<file path="src/rtl/cdb_egress_channel.sv">
// ---------------------------------------------------------------------------
// cdb_egress_channel
//
// Read/egress end of the CDB asynchronous flit FIFO. The FIFO storage and the
// Johnson write pointer live in the ingress clock domain. This block:
//   - brings the write pointer across with a 2-flop synchroniser,
//   - pops entries and sends them as CHI flits on a credit-controlled TX link,
//   - hands its Johnson read pointer back to the ingress side,
//   - on link deactivation, returns every held L-credit as a link flit
//     (all-zero flit, so the opcode field is zero) and then reports quiescence.
//
// Ports
//   clk_in              egress clock
//   rstn_in             asynchronous active-low reset
//   cdb_fifo_data_in2e  FIFO storage, entry i at [W*(i+1)-1:W*i]
//   wptr_r_in2e         ingress Johnson write pointer (ingress clock domain)
//   rptr_r_e2in         egress Johnson read pointer, straight from the flop
//   tx_flitpend         registered flit-pending hint
//   tx_flitv            registered flit valid
//   tx_flit             registered flit payload (holds while tx_flitv = 0)
//   txcrdv              one L-credit per cycle high
//   link_deact_req      level request to deactivate the link
//   link_deact_done     all credits returned, link quiescent
//   crd_overflow        sticky: credit received with the counter already full
// ---------------------------------------------------------------------------

`ifndef CHANNEL_REQ
`define CHANNEL_REQ 0
`endif
`ifndef CHANNEL_RSP
`define CHANNEL_RSP 1
`endif
`ifndef CHANNEL_SNP
`define CHANNEL_SNP 2
`endif
`ifndef CHANNEL_DAT
`define CHANNEL_DAT 3
`endif

`ifndef DSU_CHI_REQ_FLIT_OPCODE_LEFT
`define DSU_CHI_REQ_FLIT_OPCODE_LEFT 20
`endif
`ifndef DSU_CHI_REQ_FLIT_OPCODE_RIGHT
`define DSU_CHI_REQ_FLIT_OPCODE_RIGHT 14
`endif
`ifndef DSU_CHI_RSP_FLIT_OPCODE_LEFT
`define DSU_CHI_RSP_FLIT_OPCODE_LEFT 8
`endif
`ifndef DSU_CHI_RSP_FLIT_OPCODE_RIGHT
`define DSU_CHI_RSP_FLIT_OPCODE_RIGHT 4
`endif
`ifndef DSU_CHI_SNP_FLIT_OPCODE_LEFT
`define DSU_CHI_SNP_FLIT_OPCODE_LEFT 8
`endif
`ifndef DSU_CHI_SNP_FLIT_OPCODE_RIGHT
`define DSU_CHI_SNP_FLIT_OPCODE_RIGHT 4
`endif
`ifndef DSU_CHI_DAT_FLIT_OPCODE_LEFT
`define DSU_CHI_DAT_FLIT_OPCODE_LEFT 10
`endif
`ifndef DSU_CHI_DAT_FLIT_OPCODE_RIGHT
`define DSU_CHI_DAT_FLIT_OPCODE_RIGHT 7
`endif

// ---------------------------------------------------------------------------
// sync_dff: plain 2-flop synchroniser, reset to zero.
//   clk_in/rstn_in  destination clock and async active-low reset
//   d_i             asynchronous input
//   q_o             synchronised output
// ---------------------------------------------------------------------------
module sync_dff #(
   parameter int WIDTH = 1
) (
   input  logic             clk_in,
   input  logic             rstn_in,
   input  logic [WIDTH-1:0] d_i,
   output logic [WIDTH-1:0] q_o
);
   logic [WIDTH-1:0] meta_q;
   logic [WIDTH-1:0] sync_q;

   always_ff @(posedge clk_in or negedge rstn_in) begin
      if (!rstn_in) begin
         meta_q <= '0;
         sync_q <= '0;
      end else begin
         meta_q <= d_i;
         sync_q <= meta_q;
      end
   end

   assign q_o = sync_q;
endmodule

module cdb_egress_channel #(
   parameter int CDB_FIFO_DEPTH = 8,
   parameter int CDB_FLIT_WIDTH = 8,
   parameter int CDB_MAX_CRD    = 15,
   parameter int CHANNEL        = 0
) (
   input  logic                                 clk_in,
   input  logic                                 rstn_in,
   input  logic [CDB_FLIT_WIDTH*CDB_FIFO_DEPTH-1:0] cdb_fifo_data_in2e,
   input  logic [CDB_FIFO_DEPTH-1:0]            wptr_r_in2e,
   output logic [CDB_FIFO_DEPTH-1:0]            rptr_r_e2in,
   output logic                                 tx_flitpend,
   output logic                                 tx_flitv,
   output logic [CDB_FLIT_WIDTH-1:0]            tx_flit,
   input  logic                                 txcrdv,
   input  logic                                 link_deact_req,
   output logic                                 link_deact_done,
   output logic                                 crd_overflow
);
   localparam int D  = CDB_FIFO_DEPTH;
   localparam int W  = CDB_FLIT_WIDTH;
   localparam int CW = $clog2(CDB_MAX_CRD + 1);
   localparam logic [CW-1:0] MAX_CRD = CW'(CDB_MAX_CRD);

   // Opcode field position for this channel. A narrow flit clamps the field
   // into range; the link flit is all zeros either way.
   localparam int OPC_LEFT_RAW =
      (CHANNEL == `CHANNEL_RSP) ? `DSU_CHI_RSP_FLIT_OPCODE_LEFT :
      (CHANNEL == `CHANNEL_SNP) ? `DSU_CHI_SNP_FLIT_OPCODE_LEFT :
      (CHANNEL == `CHANNEL_DAT) ? `DSU_CHI_DAT_FLIT_OPCODE_LEFT :
                                  `DSU_CHI_REQ_FLIT_OPCODE_LEFT;
   localparam int OPC_RIGHT_RAW =
      (CHANNEL == `CHANNEL_RSP) ? `DSU_CHI_RSP_FLIT_OPCODE_RIGHT :
      (CHANNEL == `CHANNEL_SNP) ? `DSU_CHI_SNP_FLIT_OPCODE_RIGHT :
      (CHANNEL == `CHANNEL_DAT) ? `DSU_CHI_DAT_FLIT_OPCODE_RIGHT :
                                  `DSU_CHI_REQ_FLIT_OPCODE_RIGHT;
   localparam int OPC_LEFT  = (OPC_LEFT_RAW > W - 1) ? W - 1 : OPC_LEFT_RAW;
   localparam int OPC_RIGHT = (OPC_RIGHT_RAW > OPC_LEFT) ? OPC_LEFT : OPC_RIGHT_RAW;
   localparam logic [OPC_LEFT-OPC_RIGHT:0] LINK_OPCODE = '0;

   typedef enum logic [1:0] {
      ST_RUN   = 2'd0,
      ST_DEACT = 2'd1,
      ST_STOP  = 2'd2
   } state_t;

   // ---------------- state ----------------
   state_t          state_q, state_d;
   logic [D-1:0]    rptr_q;
   logic [D-1:0]    rptr_oh_q;
   logic [CW-1:0]   crd_cnt_q, crd_cnt_d;
   logic            crd_ovf_q;
   logic            tx_flitv_q;
   logic [W-1:0]    tx_flit_q;
   logic            tx_flitpend_q;
   logic            deact_done_q;

   // ---------------- combinational ----------------
   logic [D-1:0]    sync_wptr;
   logic            empty;
   logic            send_data;
   logic            send_link;
   logic            send_any;
   logic            crd_ovf_set;
   logic [W-1:0]    rd_data;
   logic [W-1:0]    rd_term [D];
   logic [W-1:0]    link_flit;

   sync_dff #(.WIDTH(D)) u_wptr_sync (
      .clk_in  (clk_in),
      .rstn_in (rstn_in),
      .d_i     (wptr_r_in2e),
      .q_o     (sync_wptr)
   );

   // Johnson pointers are equal only when the FIFO is empty; 2*D distinct
   // codes keep full and empty apart without an extra wrap bit.
   assign empty = (rptr_q == sync_wptr);

   // AND-OR read mux: exactly one one-hot bit is set, so no priority chain.
   generate
      for (genvar gi = 0; gi < D; gi++) begin : g_rd_term
         assign rd_term[gi] = cdb_fifo_data_in2e[W*gi +: W] & {W{rptr_oh_q[gi]}};
      end
   endgenerate

   always_comb begin
      rd_data = '0;
      for (int i = 0; i < D; i++) begin
         rd_data = rd_data | rd_term[i];
      end
   end

   always_comb begin
      link_flit = '0;
      link_flit[OPC_LEFT:OPC_RIGHT] = LINK_OPCODE;
   end

   always_comb begin
      send_data = (state_q == ST_RUN)   && !empty && (crd_cnt_q != '0);
      send_link = (state_q == ST_DEACT) && (crd_cnt_q != '0);
      send_any  = send_data || send_link;

      // Credit in and flit out in the same cycle cancel out.
      crd_cnt_d   = crd_cnt_q;
      crd_ovf_set = 1'b0;
      if (txcrdv && !send_any) begin
         if (crd_cnt_q == MAX_CRD) begin
            crd_ovf_set = 1'b1;
         end else begin
            crd_cnt_d = crd_cnt_q + CW'(1);
         end
      end else if (!txcrdv && send_any) begin
         crd_cnt_d = crd_cnt_q - CW'(1);
      end

      state_d = state_q;
      case (state_q)
         ST_RUN: begin
            // The send above still happens in the cycle the request arrives.
            if (link_deact_req) state_d = ST_DEACT;
         end
         ST_DEACT: begin
            // Quiescent only once the counter is empty and nothing is arriving.
            if (!link_deact_req) begin
               state_d = ST_RUN;
            end else if ((crd_cnt_q == '0) && !txcrdv) begin
               state_d = ST_STOP;
            end
         end
         ST_STOP: begin
            if (!link_deact_req) state_d = ST_RUN;
         end
         default: state_d = ST_RUN;
      endcase
   end

   always_ff @(posedge clk_in or negedge rstn_in) begin
      if (!rstn_in) begin
         state_q       <= ST_RUN;
         rptr_q        <= '0;
         rptr_oh_q     <= D'(1);
         crd_cnt_q     <= '0;
         crd_ovf_q     <= 1'b0;
         tx_flitv_q    <= 1'b0;
         tx_flit_q     <= '0;
         tx_flitpend_q <= 1'b0;
         deact_done_q  <= 1'b0;
      end else begin
         state_q   <= state_d;
         crd_cnt_q <= crd_cnt_d;
         if (crd_ovf_set) crd_ovf_q <= 1'b1;

         if (send_data) begin
            rptr_q    <= {rptr_q[D-2:0], ~rptr_q[D-1]};
            rptr_oh_q <= {rptr_oh_q[D-2:0], rptr_oh_q[D-1]};
         end

         tx_flitv_q <= send_any;
         if (send_data) begin
            tx_flit_q <= rd_data;
         end else if (send_link) begin
            tx_flit_q <= link_flit;
         end

         tx_flitpend_q <= (state_q != ST_STOP) && (!empty || (state_q == ST_DEACT));
         // Set on the edge that enters STOP, cleared on the edge that leaves it.
         deact_done_q  <= (state_d == ST_STOP);
      end
   end

   assign rptr_r_e2in     = rptr_q;
   assign tx_flitv        = tx_flitv_q;
   assign tx_flit         = tx_flit_q;
   assign tx_flitpend     = tx_flitpend_q;
   assign link_deact_done = deact_done_q;
   assign crd_overflow    = crd_ovf_q;
endmodule

</file>
<file path="config.mk">
export PLATFORM = sky130hd
export DESIGN_NAME = cdb_egress_channel
export DESIGN_NICKNAME = d
export VERILOG_FILES = /design/src/rtl/cdb_egress_channel.sv
export SDC_FILE = /design/constraint.sdc
export NUM_CORES = 1
export LEC_CHECK = 0
export BUFFER_PORTS_ARGS = -buffer_cell sky130_fd_sc_hd__clkbuf_2
export CORE_MARGIN = 2
export CORE_UTILIZATION = 45
export CTS_BUF_LIST = sky130_fd_sc_hd__clkbuf_16
export DETAILED_ROUTE_END_ITERATION = 6
export PLACE_DENSITY = 0.83
export SYNTH_ARGS = -nofsm -noshare
export SYNTH_HDL_FRONTEND = slang
export SYNTH_HIERARCHICAL = 1
export SYNTH_SLANG_ARGS = --single-unit
</file>
<file path="constraint.sdc">
create_clock -name clk_in -period 7.15 [get_ports clk_in]
set_input_delay 0.715 -clock clk_in [delete_from_list [all_inputs] [get_ports clk_in]]
set_output_delay 0.715 -clock clk_in [all_outputs]
set_load 0.03 [all_outputs]
</file>
### Word-level counts from Yosys, hierarchy flattened

Index checks and enable logic that the tools add are counted.

* output and inout bits: 20
* bits in registers: 50
* input port bits: 76
* logic and storage cells: 66

* reductions and logical operators: 18
* eq/ne operators: 7
* mux-type cells: 12
* bitwise operators: 16
* add/sub/neg operators: 2

Operators by type and width (count)
* $and 8x8->8: 8
* $or 8x8->8: 7
* $mux 8: 2
* $mux 4: 3
* $eq 8x8->1: 1
* $mux 2: 4
* $logic_and 1x1->1: 7
* $pmux 2 s3: 1
* $add 4x1->4 const B: 1
* $eq 2x2->1 const B: 2
* $eq 4x4->1 const B: 1
* $logic_not 4->1: 1
* $ne 2x2->1 const B: 2
* $reduce_bool 2->1: 2
* $reduce_bool 4->1: 1
* $sub 4x1->4 const B: 1
* $logic_not 1->1: 3
* $eq 2x1->1 const B: 1
* $logic_not 2->1: 1
* $logic_or 1x1->1: 2
* $mux 1: 2
* $reduce_and 2->1: 1
* $not 1->1: 1

### Logic depth before layout (Yosys ltp)

Gate-level depths: netlist of the first run.

* depth in word-level cells: 9
* gate-level depth with buffers: 11
* depth with buffers taken out: 10

### Modules after synthesis

The synthesis of the first run kept the hierarchy.

Modules (own cells, without submodules)
* cdb_egress_channel: cells each 156, instances 1, sequential area each 852.1 um2, area an instance 1884.3 um2
* sync_dff: cells each 16, instances 1, sequential area each 400.4 um2, area an instance 400.4 um2

### Least setup slack after synthesis of the first run

Ideal clock, no wire load.

* path kind: register -> register
* start point: register rptr_q[5] (netlist: rptr_r_e2in[5])
* end point: register crd_cnt_q[3]
* arrival: 2.487 ns
* slack: 4.584 ns
* library setup time: 0.079 ns
* stages on the path, launching flop included: 12
* path buffers: 1
* data required time: 7.071 ns
* period minus slack after synthesis: 2.566 ns
* path through: dfrtp_1 xnor2_1 nand4_1 o31ai_2 buf_6 nand2_1 ha_1 a21o_1 a211oi_1 o311ai_0 o41ai_2 xor2_1

* cells in the longest elaborated chain, start to end: 9
* elaborated cells on any way between the ends: 12
* classes of those cells: eq/ne: 2; mux: 1; reduce/logical: 9

Ends and longest elaborated chain
* start, declared: RTL line 143 `logic [D-1:0] rptr_q;`
* start signal, assigned: RTL line 249 `rptr_q <= {rptr_q[D-2:0], ~rptr_q[D-1]};`
* $eq 8x8->1 *: RTL line 172 `assign empty = (rptr_q == sync_wptr);`
* $logic_not 1->1 *: RTL line 194 `send_data = (state_q == ST_RUN) && !empty && (crd_cnt_q != '0);`
* $logic_and 1x1->1 * (2 in a row): RTL line 194
* $logic_or 1x1->1 *: RTL line 196 `send_any = send_data || send_link;`
* $logic_not 1->1: RTL line 201 `if (txcrdv && !send_any) begin`
* $logic_and 1x1->1: RTL line 201
* $ne 2x2->1 (no line) or $reduce_bool 2->1 (tied branches)
* $reduce_and 2->1 (no line)
* end signal, assigned: RTL line 245 `crd_cnt_q <= crd_cnt_d;`
* end, declared: RTL line 145 `logic [CW-1:0] crd_cnt_q, crd_cnt_d;`

Mark *: on every way between the ends. The rest lies on a longest branch, timed or not.
A chain may end at the register's enable or synchronous reset.

### Worst setup path in the final report of the first run

* start point: register rptr_q[6] (netlist: rptr_r_e2in[6])
* end point: register crd_cnt_q[3]

Same word-level chain as after synthesis.

==> impl_summary.log, run 1 <==
[metrics] status: completed
[metrics] antenna-violating nets left: 0
[metrics] final estimated routing congestion in global placement: between 0.8 and 0.9
[metrics] category of the worst setup path capture point: flop
[metrics] Area Overhead vs Synth: 27.16%
[metrics] top library cells by usage in the layout, fill and taps aside: sky130_fd_sc_hd__clkbuf_2 (95), sky130_fd_sc_hd__dfrtp_1 (49), sky130_fd_sc_hd__a22oi_1 (33)
[metrics] overall die area: around 5700 um2
[metrics] total power per unit cell area: 288.7 nW/um2
[metrics] final-report max-slew violation count: 0
[metrics] buffers inserted during post-CTS setup optimization: 0
[metrics] first-pass GRT wire length: 8031 um
[metrics] mean instance size in the synthesized netlist: around 13 um2
[metrics] Synthesized Nets: approximately 250
[metrics] cells along the critical path: xnor2_1 > nand4_1 > o31ai_2 > nand2_1 > ha_1 > a21o_1 > a211oi_1 > o311ai_0 > o41ai_2 > xor2_1
[metrics] clock tree root buffer cell: sky130_fd_sc_hd__clkbuf_16
[metrics] count of unique library cells instantiated by Yosys: 36
[metrics] fraction of synthesis flops using an asynchronous set or reset pin: 100.0%
[metrics] TritonCTS clock tree: yes
[metrics] number of search-and-repair iterations in the first detailed-routing pass: 4
[metrics] arrival time at the worst endpoint: between 3 and 4 ns
[metrics] actual transition at the worst max-transition pin: approximately 1.2 ns
[metrics] Hold Crit Class: reg2reg
[metrics] FP Rows: 25
[metrics] Post-synth top flop: sky130_fd_sc_hd__dfrtp_1
[metrics] power consumption: about 0.00084 W
[metrics] Via density: 5.465
[metrics] floorplan core area: between 4000 and 5000 um2
[metrics] initial standard-cell utilization of the core: approximately 47%
[metrics] number of nets in the layout: ~340
[metrics] IR Drop Worst-Case VDD: roughly 0.24 mV
[metrics] DR WL/cell: about 16 um
[metrics] routed length on met3: between 300 and 400 um
[metrics] final count of hold timing violations: 0
[metrics] most common cell after layout, fill and taps aside: sky130_fd_sc_hd__clkbuf_2
[metrics] cell depth of the worst min-delay path: 0
[metrics] setup repair after global routing missed its margin: no
[metrics] required arrival time at the worst endpoint: about 7.4 ns
[metrics] worst setup slack after layout: between 4 and 5 ns
[metrics] DIE HEIGHT: approximately 75 um
[metrics] highest metal layer with signal wires: met4
[metrics] CTS Hold Buffers Added: 0
[metrics] setup slack of the most critical reg-to-reg path: ~4.0 ns
[metrics] worst-case clock buffer depth: 2
[metrics] number of global-route vias before repair: between 1500 and 2000
[metrics] antenna violations before repair: 0
[metrics] total of max-cap violations: 0
[metrics] number of gates resized after CTS: 0
[metrics] count of antenna diodes in the layout: 0
[metrics] CP max FO: 11
[metrics] H-tree depth reported by CTS: 2
[metrics] logic depth of the worst register-to-register path: 10
[metrics] CTS Buf Count: 5
[metrics] met2 WL: ~2700 um
[metrics] Syn Std Cell Area: 2285 um2
[metrics] number of violations reported at the end of detailed-routing iteration 0: 206
[metrics] leakage dissipation: 1.418 nW
[metrics] overflow left after global routing: 0
[metrics] total routing usage reported by global routing: between 15 and 20%
[metrics] vias after detailed routing: 1809
[metrics] number of port buffers: 95
[metrics] final setup violation count: 0
[metrics] headroom to the max-slew limit: approximately a fifth
[metrics] total length of routed wires: ~5300 um
[metrics] maximum number of pins on one net before global-route repair: 51
[metrics] x dimension of the die: 75.26 um
[metrics] gate count of the mapped netlist: 172
[metrics] crit path time final: 3.124 ns
[metrics] #FFs+latches synth: 50
[metrics] Critical Path Max Stage Delay: between 0.7 and 0.8 ns
[metrics] DRT met1 WL: 2133 um
[metrics] pre-CTS WS: approximately 4.0 ns
[metrics] share of layout cells above drive strength 1: between 40% and 50%
[metrics] period utilisation layout: between 40% and 50%
[metrics] Worst setup SP type: flop
[metrics] drc violations: 0
[metrics] TNS Setup: 0 ns
[metrics] TritonCTS Sinks: 50
[metrics] clock slew at the register clock pins of the worst setup and hold paths: 0.06 ns
[metrics] maximum clock skew at final layout: 0.004457 ns
[metrics] Synth Warn #: 6
[metrics] number of enable-type register cells in the synthesized netlist: 0
[metrics] insertion delay to the later sink of the worst-skew pair: between 0.2 and 0.3 ns
[metrics] slowest CP cell: sky130_fd_sc_hd__o31ai_2
[metrics] Setup CP Type: reg2reg
[metrics] Max Clk Rate: 320.2 MHz
[metrics] placed wire-length estimate after detailed placement: 3929 um
[metrics] top-level port count: 96
[metrics] share of synthesized area occupied by flip-flops and latches: a little over half
-- report_power, final --
part	internal (W)	switching (W)
logic	0.000111	0.000137
clock network	0.000126	0.0000935
registers	0.000324	0.0000468
-- final cells by class --
cell class	count	area [um2]
clock buffers	5	125.1
well taps	67	83.83
fillers	412	1912
inverters	5	18.77
multi-input cells	105	929.6
flip-flops and latches	50	1252
repair buffers	96	483.0
clock inverters	3	12.51
-- registers in the layout (all words and copies together), names as in the netlist, 2 cells and up --
name                flops
crd_cnt_q               4
u_wptr_sync/q_o         8
state_q                 2
u_wptr_sync/meta_q      8
rptr_r_e2in             8
rptr_oh_q               8
tx_flit                 8
-- layer usage --
metal  GRT usage, %  vias to the layer above
li1               -                      833
met1          25.37                      892
met2          30.41                       75
met3          5.890                        9
met4          6.823                        0
met5              0                        -
-- critical path: cells and delay by family, from the launching register on --
family	cells	cell delay, ns
compound gates	5	1.50
simple gates	2	0.46
flops	1	0.41
fa+ha+maj	1	0.35
xor+xnor	2	0.34
-- final timing paths --
kind	from	to
max	rptr_r_e2in[6]$_DFFE_PN0P_	crd_cnt_q[3]$_DFFE_PN0P_
min	u_wptr_sync/meta_q[2]$_DFF_PN0_	u_wptr_sync/q_o[2]$_DFF_PN0_
max reg2reg	rptr_r_e2in[6]$_DFFE_PN0P_	crd_cnt_q[3]$_DFFE_PN0P_
min reg2reg	u_wptr_sync/meta_q[2]$_DFF_PN0_	u_wptr_sync/q_o[2]$_DFF_PN0_
max in group asynchronous	rstn_in	rptr_r_e2in[2]$_DFFE_PN0P_
min in group asynchronous	rstn_in	rptr_oh_q[1]$_DFFE_PN0P_
-- synth_stat cells (2+ instances only) --
library cell               number  area (um2)
sky130_fd_sc_hd__mux2i_1        4       40.04
sky130_fd_sc_hd__xnor2_1       10       87.58
sky130_fd_sc_hd__inv_1          4       15.01
sky130_fd_sc_hd__mux2_4        11       165.2
sky130_fd_sc_hd__mux2_2         4       45.04
sky130_fd_sc_hd__a22o_1         8       70.07
sky130_fd_sc_hd__nand2_1        2       7.510
sky130_fd_sc_hd__buf_6          3       33.78
sky130_fd_sc_hd__and2_1         2       12.51
sky130_fd_sc_hd__ha_1           2       25.02
sky130_fd_sc_hd__nand4_1       11       68.82
sky130_fd_sc_hd__clkbuf_1       7       26.28
sky130_fd_sc_hd__a22oi_1       33       247.7
sky130_fd_sc_hd__dfrtp_1       49        1226
-- kinds of logic (layout without fill, tap and decap cells) --
group / count (synthesis) / after routing / share of synthesized area [%]
DFF: 50 / 50 / 54.82
AOI/OAI and AO/OA: 48 / 48 / 16.76
and+or+nand+nor: 22 / 22 / 5.860
muxes: 20 / 20 / 11.45
buffers and inverters: 17 / 109 / 4.490
xor gates and xnor gates: 11 / 11 / 4.217
adders and majority gates: 4 / 4 / 2.410
-- per-stage QoR --
stage | std cells | utilization (%) | hold WS (ns) | instance area (um2)
6_report | 331 | 60.31 | 0.3478 | 2905
5_1_grt | 331 | 60.31 | 0.3534 | 2905
4_1_cts | 331 | 60.31 | 0.3511 | 2905
3_5_place_dp | 323 | 57.45 | 0.3364 | 2768
3_3_place_gp | 323 | 57.45 | 0.3322 | 2768
2_1_floorplan | 172 | - | 0.3312 | 2285
Note: power is estimated with default switching activity, not from simulation.
==> inputs of run 2 (changes only) <==
==> constraint.sdc (replaced) <==
create_clock -name clk_in -period 3.01 [get_ports clk_in]
set_input_delay 0.301 -clock clk_in [delete_from_list [all_inputs] [get_ports clk_in]]
set_output_delay 0.301 -clock clk_in [all_outputs]
set_load 0.03 [all_outputs]
==> run 2 against run 1 <==
  * Clock skew is 0.0020 ns higher
  * First-iteration DRC count is 33% lower
  * Power grew to 2.5 times the previous value
  * Non-clock buffer count is 2 higher
  * Wire length is 7.7% higher
  * Via count stayed put
  * Fmax is 19% higher
  * Core utilization is 0.88 points higher
  * Hold slack worse by 0.34 ns
  * Sequential power is 140% higher
  * Critical path type unchanged
  * Critical endpoint unchanged
  * Largest cell class unchanged
==> impl_summary.log, run 2 (synthesized netlist as in run 1, its figures left out) <==
[metrics] CTS Buf Count: 5 (unchanged)
[metrics] placed cell count: 325 (was 323)
[metrics] post-route insts no fill: 333 (was 331)
[metrics] most common cell after layout, fill and taps aside: sky130_fd_sc_hd__clkbuf_2 (unchanged)
[metrics] maximum number of pins on one net before global-route repair: 27 (was 51)
[metrics] pre-CTS WS: 0.5265 ns (was 4.009 ns)
[metrics] floorplan core area: 4817 um2 (unchanged)
[metrics] fill count: 424 (was 412)
[metrics] final-report max-slew violation count: 0 (unchanged)
[metrics] required arrival time at the worst endpoint: 3.22 ns (was 7.36 ns)
[metrics] worst setup slack after layout: 0.3850 ns (was 4.026 ns)
[metrics] total power per unit cell area: 717.3 nW/um2 (was 288.7 nW/um2)
[metrics] CTS Hold Buffers Added: 0 (unchanged)
[metrics] category of the worst setup path capture point: flop (unchanged)
[metrics] setup slack of the most critical reg-to-reg path: 0.38 ns (was 4.03 ns)
[metrics] clock slew at the register clock pins of the worst setup and hold paths: 0.07 ns (was 0.06 ns)
[metrics] first-pass GRT wire length: 8362 um (was 8031 um)
[metrics] vias after detailed routing: 1809 (unchanged)
[metrics] Post-Place Cell Area: 2783 um2 (was 2768 um2)
[metrics] maximum clock skew at final layout: 0.006502 ns (was 0.004457 ns)
[metrics] initial standard-cell utilization of the core: 47.43% (unchanged)
[metrics] count of antenna diodes in the layout: 0 (unchanged)
[metrics] worst-case clock buffer depth: 2 (unchanged)
[metrics] FP Rows: 25 (unchanged)
[metrics] overflow left after global routing: 0 (unchanged)
[metrics] slowest CP cell: sky130_fd_sc_hd__dfrtp_1 (was sky130_fd_sc_hd__o31ai_2)
[metrics] crit path time final: 2.625 ns (was 3.124 ns)
[metrics] H-tree depth reported by CTS: 2 (unchanged)
[metrics] Setup CP Type: reg2reg (unchanged)
[metrics] leakage dissipation: 1.440 nW (was 1.418 nW)
[metrics] CP max FO: 6 (was 11)
[metrics] overall die area: 5663 um2 (unchanged)
[metrics] Worst setup SP type: flop (unchanged)
[metrics] top library cells by usage in the layout, fill and taps aside: sky130_fd_sc_hd__clkbuf_2 (95), sky130_fd_sc_hd__dfrtp_1 (49), sky130_fd_sc_hd__a22oi_1 (33) (unchanged)
[metrics] total routing usage reported by global routing: 20.25% (was 19.24%)
[metrics] DIE HEIGHT: 75.26 um (unchanged)
[metrics] Sequential Area: 1252 um2 (unchanged)
[metrics] delay-heaviest family, CP: compound AO/OA/AOI/OAI gates (unchanged)
[metrics] final estimated routing congestion in global placement: 0.8434 (was 0.8477)
[metrics] period utilisation layout: 87.21% (was 43.69%)
[metrics] buffers inserted during post-CTS setup optimization: 0 (unchanged)
[metrics] TritonCTS clock tree: yes (unchanged)
[metrics] number of global-route vias before repair: 1789 (was 1720)
[metrics] actual transition at the worst max-transition pin: 0.5876 ns (was 1.211 ns)
[metrics] share of layout cells above drive strength 1: 46.99% (was 45.83%)
[metrics] logic depth of the worst register-to-register path: 10 (unchanged)
[metrics] insertion delay to the later sink of the worst-skew pair: 0.29 ns (was 0.28 ns)
[metrics] number of port buffers: 95 (unchanged)
[metrics] x dimension of the die: 75.26 um (unchanged)
[metrics] setup repair after global routing missed its margin: no (unchanged)
[metrics] endpoint of the worst-slack reg-to-reg timing path: crd_cnt_q[3]$_DFFE_PN0P_ (unchanged)
[metrics] Area Overhead vs Synth: 29.03% (was 27.16%)
[metrics] Via density: 5.432 (was 5.465)
[metrics] placed wire-length estimate after detailed placement: 4016 um (was 3929 um)
[metrics] antenna-violating nets left: 0 (unchanged)
[metrics] number of search-and-repair iterations in the first detailed-routing pass: 4 (unchanged)
[metrics] cells along the critical path: nor4_1 > nor2_1 > o31ai_2 > nand2_1 > ha_1 > a21o_1 > a211oi_1 > o311ai_0 > o41ai_2 > xor2_1 (was xnor2_1 > nand4_1 > o31ai_2 > nand2_1 > ha_1 > a21o_1 > a211oi_1 > o311ai_0 > o41ai_2 > xor2_1)
[metrics] total length of routed wires: 5702 um (was 5293 um)
[metrics] Hold Crit Class: in2async (was reg2reg)
[metrics] launching point of the worst reg2reg path: crd_cnt_q[0]$_DFFE_PN0P_ (was rptr_r_e2in[6]$_DFFE_PN0P_)
[metrics] final count of hold timing violations: 0 (unchanged)
[metrics] number of nets in the layout: 344 (was 342)
[metrics] IR Drop Worst-Case VDD: 0.4852 mV (was 0.2435 mV)
[metrics] Util after Layout: 61.19% (was 60.31%)
[metrics] final setup violation count: 0 (unchanged)
[metrics] TNS Setup: 0 ns (unchanged)
[metrics] worst path bufs/invs: 0 (unchanged)
[metrics] headroom to the max-slew limit: 60.82% (was 19.30%)
[metrics] antenna violations before repair: 0 (unchanged)
[metrics] number of gates resized after CTS: 0 (unchanged)
[metrics] Critical Path Max Stage Delay: 0.46 ns (was 0.79 ns)
[metrics] TritonCTS Sinks: 50 (unchanged)
[metrics] DR WL/cell: 17.12 um (was 15.99 um)
[metrics] area occupied by multi-input gates: 929.6 um2 (unchanged)
[metrics] number of violations reported at the end of detailed-routing iteration 0: 137 (was 206)
[metrics] total of max-cap violations: 0 (unchanged)
[metrics] status: completed (unchanged)
[metrics] Max Clk Rate: 380.9 MHz (was 320.2 MHz)
[metrics] arrival time at the worst endpoint: 2.84 ns (was 3.33 ns)
[metrics] drc violations: 0 (unchanged)
[metrics] clock tree root buffer cell: sky130_fd_sc_hd__clkbuf_16 (unchanged)
[metrics] top-level port count: 96 (unchanged)
[metrics] area of all placed cells without fillers: 2948 um2 (was 2905 um2)
-- run 2: cell types whose count changed in the layout (fill, tap and decap cells not counted), sizes merged --
cell	delta
bufinv	+1
buf	+2
inv	-1
-- run 2: through the flow --
| step | power [W] | hold slack (ns) |
|---|---|---|
| after floorplan | 0.001308 | 0.005409 |
| after global placement | 0.001469 | 0.3161 |
| after detailed placement | 0.001494 | 0.3191 |
| after CTS | 0.002124 | 0.02009 |
| after global routing | 0.002220 | 0.05803 |
| final | 0.002115 | 0.003252 |
-- run 2: layer usage --
layer | track usage (%) | share of wire, %
met5 | 0 | 0
met4 | 9.942 | 1.8
met3 | 5.087 | 6.9
met2 | 32.65 | 52
met1 | 25.62 | 39
-- run 2: worst register-to-register path, delay by kind of cell, from the launching register on --
| family | cells | cell delay (ns) |
|---|---|---|
| flops | 1 | 0.46 |
| simple gates | 3 | 0.77 |
| fa+ha+maj | 1 | 0.30 |
| compound gates | 5 | 0.83 |
| xor+xnor | 1 | 0.18 |
-- run 2: power breakdown --
group | internal [W] | switching (W)
sequential | 0.000770 | 0.000122
combinational | 0.000267 | 0.000335
clock | 0.000389 | 0.000231
total | 0.00143 | 0.000689
-- run 2: how the worst max path moves through the flow --
stage                                from                        to  cells after the start
2_1_floorplan  rptr_r_e2in[5]$_DFFE_PN0P_  crd_cnt_q[3]$_DFFE_PN0P_                     11
3_3_place_gp     crd_cnt_q[0]$_DFFE_PN0P_  crd_cnt_q[3]$_DFFE_PN0P_                     10
3_5_place_dp     crd_cnt_q[0]$_DFFE_PN0P_  crd_cnt_q[3]$_DFFE_PN0P_                     10
4_1_cts        rptr_r_e2in[4]$_DFFE_PN0P_  crd_cnt_q[3]$_DFFE_PN0P_                     10
5_1_grt        rptr_r_e2in[4]$_DFFE_PN0P_  crd_cnt_q[3]$_DFFE_PN0P_                     10
6_report         crd_cnt_q[0]$_DFFE_PN0P_  crd_cnt_q[3]$_DFFE_PN0P_                     10
-- run 2: cell type report --
class | count | area share, %
Multi-Input combinational cell | 105 | 31.54
Inverter | 5 | 0.6367
Sequential cell | 50 | 42.49
Clock buffer | 5 | 4.244
Clock inverter | 3 | 1.358
Tap cell | 67 | 2.844
Timing Repair Buffer | 98 | 16.89
==> inputs of run 3 (changes only) <==
--- a/config.mk
+++ b/config.mk
@@ -10,6 +10,7 @@
 export CORE_UTILIZATION = 45
 export CTS_BUF_LIST = sky130_fd_sc_hd__clkbuf_16
 export DETAILED_ROUTE_END_ITERATION = 6
+export MAX_ROUTING_LAYER = met4
 export PLACE_DENSITY = 0.83
 export SYNTH_ARGS = -nofsm -noshare
 export SYNTH_HDL_FRONTEND = slang
==> run 3 against run 2 <==
  * First-iteration DRC count fell by 2.9%
  * Power fell by 0.12%
  * Critical endpoint unchanged
  * Fmax rose by 0.71%
  * Highest routed layer unchanged
  * Design area did not move
  * Critical path depth did not move
==> impl_summary.log, run 3 (synthesized netlist as in run 1, its figures left out) <==
[metrics] insertion delay to the later sink of the worst-skew pair: 0.29 ns (about the same)
[metrics] floorplan core area: 4817 um2 (unchanged)
[metrics] Setup CP Type: reg2reg (unchanged)
[metrics] number of global-route vias before repair: 1768 (was 1789)
[metrics] x dimension of the die: 75.26 um (unchanged)
[metrics] CTS Hold Buffers Added: 0 (unchanged)
[metrics] number of gates resized after CTS: 0 (unchanged)
[metrics] top library cells by usage in the layout, fill and taps aside: sky130_fd_sc_hd__clkbuf_2 (95), sky130_fd_sc_hd__dfrtp_1 (49), sky130_fd_sc_hd__a22oi_1 (33) (unchanged)
[metrics] IR Drop Worst-Case VDD: 0.4844 mV (was 0.4852 mV)
[metrics] part of the power in registers: 42.2% (about the same)
[metrics] maximum clock skew at final layout: 0.006342 ns (was 0.006502 ns)
[metrics] switching power of the nets: 0.0006861 W (was 0.0006886 W)
[metrics] slowest CP cell: sky130_fd_sc_hd__dfrtp_1 (unchanged)
[metrics] total of max-cap violations: 0 (unchanged)
[metrics] period utilisation layout: 86.60% (was 87.21%)
[metrics] H-tree depth reported by CTS: 2 (unchanged)
[metrics] post-route insts no fill: 333 (unchanged)
[metrics] pre-CTS WS: 0.5265 ns (unchanged)
[metrics] crit path time final: 2.607 ns (was 2.625 ns)
[metrics] leakage dissipation: 1.440 nW (unchanged)
[metrics] DR WL/cell: 17.03 um (was 17.12 um)
[metrics] internal portion of total power: 0.001426 W (about the same)
[metrics] Via density: 5.441 (was 5.432)
[metrics] placed cell count: 325 (unchanged)
[metrics] most common cell after layout, fill and taps aside: sky130_fd_sc_hd__clkbuf_2 (unchanged)
[metrics] antenna violations before repair: 0 (unchanged)
[metrics] endpoint of the worst-slack reg-to-reg timing path: crd_cnt_q[3]$_DFFE_PN0P_ (unchanged)
[metrics] Max Clk Rate: 383.6 MHz (was 380.9 MHz)
[metrics] power consumption: 0.002112 W (was 0.002115 W)
[metrics] DIE HEIGHT: 75.26 um (unchanged)
[metrics] buffers inserted during post-CTS setup optimization: 0 (unchanged)
[metrics] overall die area: 5663 um2 (unchanged)
[metrics] Area Overhead vs Synth: 29.03% (unchanged)
[metrics] arrival time at the worst endpoint: 2.82 ns (was 2.84 ns)
[metrics] initial standard-cell utilization of the core: 47.43% (unchanged)
[metrics] top-level port count: 96 (unchanged)
[metrics] TritonCTS clock tree: yes (unchanged)
[metrics] number of nets in the layout: 344 (unchanged)
[metrics] number of port buffers: 95 (unchanged)
[metrics] area of all placed cells without fillers: 2948 um2 (unchanged)
[metrics] total routing usage reported by global routing: 20.89% (was 20.25%)
[metrics] placed wire-length estimate after detailed placement: 4016 um (unchanged)
[metrics] TritonCTS Sinks: 50 (unchanged)
[metrics] antenna-violating nets left: 0 (unchanged)
[metrics] drc violations: 0 (unchanged)
[metrics] status: completed (unchanged)
[metrics] Critical Path Max Stage Delay: 0.46 ns (about the same)
[metrics] logic depth of the worst register-to-register path: 10 (unchanged)
[metrics] setup slack of the most critical reg-to-reg path: 0.40 ns (was 0.38 ns)
[metrics] total length of routed wires: 5672 um (was 5702 um)
[metrics] combinational fraction of design power: 28.5% (about the same)
[metrics] cells along the critical path: nor4_1 > nor2_1 > o31ai_2 > nand2_1 > ha_1 > a21o_1 > a211oi_1 > o311ai_0 > o41ai_2 > xor2_1 (unchanged)
[metrics] launching point of the worst reg2reg path: crd_cnt_q[0]$_DFFE_PN0P_ (unchanged)
[metrics] Worst setup SP type: flop (unchanged)
[metrics] total power per unit cell area: 716.5 nW/um2 (was 717.3 nW/um2)
[metrics] Post-Place Cell Area: 2783 um2 (unchanged)
[metrics] number of violations reported at the end of detailed-routing iteration 0: 133 (was 137)
[metrics] overflow left after global routing: 0 (unchanged)
[metrics] vias after detailed routing: 1812 (was 1809)
[metrics] TNS Setup: 0 ns (unchanged)
[metrics] count of antenna diodes in the layout: 0 (unchanged)
[metrics] number of search-and-repair iterations in the first detailed-routing pass: 4 (unchanged)
[metrics] setup repair after global routing missed its margin: no (unchanged)
[metrics] worst setup slack after layout: 0.4034 ns (was 0.3850 ns)
[metrics] FP Rows: 25 (unchanged)
[metrics] maximum number of pins on one net before global-route repair: 27 (unchanged)
[metrics] Clock Power Share: 29.3% (about the same)
[metrics] clock slew at the register clock pins of the worst setup and hold paths: 0.06 ns (was 0.07 ns)
[metrics] first-pass GRT wire length: 8383 um (was 8362 um)
[metrics] share of layout cells above drive strength 1: 46.99% (unchanged)
[metrics] final setup violation count: 0 (unchanged)
[metrics] required arrival time at the worst endpoint: 3.22 ns (about the same)
[metrics] clock tree root buffer cell: sky130_fd_sc_hd__clkbuf_16 (unchanged)
[metrics] actual transition at the worst max-transition pin: 0.5819 ns (was 0.5876 ns)
[metrics] final estimated routing congestion in global placement: 0.8566 (was 0.8434)
[metrics] CTS Buf Count: 5 (unchanged)
[metrics] final-report max-slew violation count: 0 (unchanged)
[metrics] CP max FO: 6 (unchanged)
[metrics] switching portion of total power: 32.49% (was 32.56%)
[metrics] category of the worst setup path capture point: flop (unchanged)
[metrics] headroom to the max-slew limit: 61.21% (was 60.82%)
[metrics] Hold Crit Class: in2async (unchanged)
[metrics] final count of hold timing violations: 0 (unchanged)
[metrics] worst-case clock buffer depth: 2 (unchanged)
[run 3: through the flow]
stage	util, %	hold slack (ns)
5_1_grt	61.19	0.05804
6_report	61.19	0.001890
3_3_place_gp	57.77	0.3161
4_1_cts	61.19	0.02009
2_1_floorplan	-	0.005409
3_5_place_dp	57.77	0.3191
[run 3: metal layers]
layer / track usage [%] / routed length (um) / vias up
li1: - / - / 838
met1: 25.97 / 2278 / 892
met2: 32.85 / 2953 / 74
met3: 4.552 / 338 / 8
met4: 9.552 / 102 / 0
met5: - / 0 / -
[run 3: power groups by stage]
stage | clock network [W] | logic [W] | registers (W)
6_report | 0.000620 | 0.000602 | 0.000891
5_1_grt | 0.000663 | 0.000649 | 0.000909
4_1_cts | 0.000628 | 0.000605 | 0.000892
3_5_place_dp | 0 | 0.000594 | 0.000899
3_3_place_gp | 0 | 0.000584 | 0.000885
2_1_floorplan | 0 | 0.000323 | 0.000985
[run 3: worst max-delay path by stage]
| stage | end | slack [ns] | cells after the start | from |
|---|---|---|---|---|
| after floorplan | crd_cnt_q[3]$_DFFE_PN0P_ | 0.44 | 11 | rptr_r_e2in[5]$_DFFE_PN0P_ |
| after global placement | crd_cnt_q[3]$_DFFE_PN0P_ | 0.63 | 10 | crd_cnt_q[0]$_DFFE_PN0P_ |
| after detailed placement | crd_cnt_q[3]$_DFFE_PN0P_ | 0.53 | 10 | crd_cnt_q[0]$_DFFE_PN0P_ |
| after CTS | crd_cnt_q[3]$_DFFE_PN0P_ | 0.41 | 10 | rptr_r_e2in[4]$_DFFE_PN0P_ |
| after global routing | crd_cnt_q[3]$_DFFE_PN0P_ | 0.13 | 10 | rptr_r_e2in[4]$_DFFE_PN0P_ |
| final | crd_cnt_q[3]$_DFFE_PN0P_ | 0.40 | 10 | crd_cnt_q[0]$_DFFE_PN0P_ |
[run 3: layout make-up]
type                            count  area [um2]
Clock buffer                        5       125.1
Multi-Input combinational cell    105       929.6
Timing Repair Buffer               98       498.0
Fill cell                         424        1869
Clock inverter                      3       40.04
Tap cell                           67       83.83
Sequential cell                    50        1252
Inverter                            5       18.77
[run 3: critical path: cells and delay by family (launching register included)]
family | cells | cell delay (ns)
fa+ha+maj | 1 | 0.30
simple gates | 3 | 0.77
flops | 1 | 0.46
compound gates | 5 | 0.81
xor+xnor | 1 | 0.18
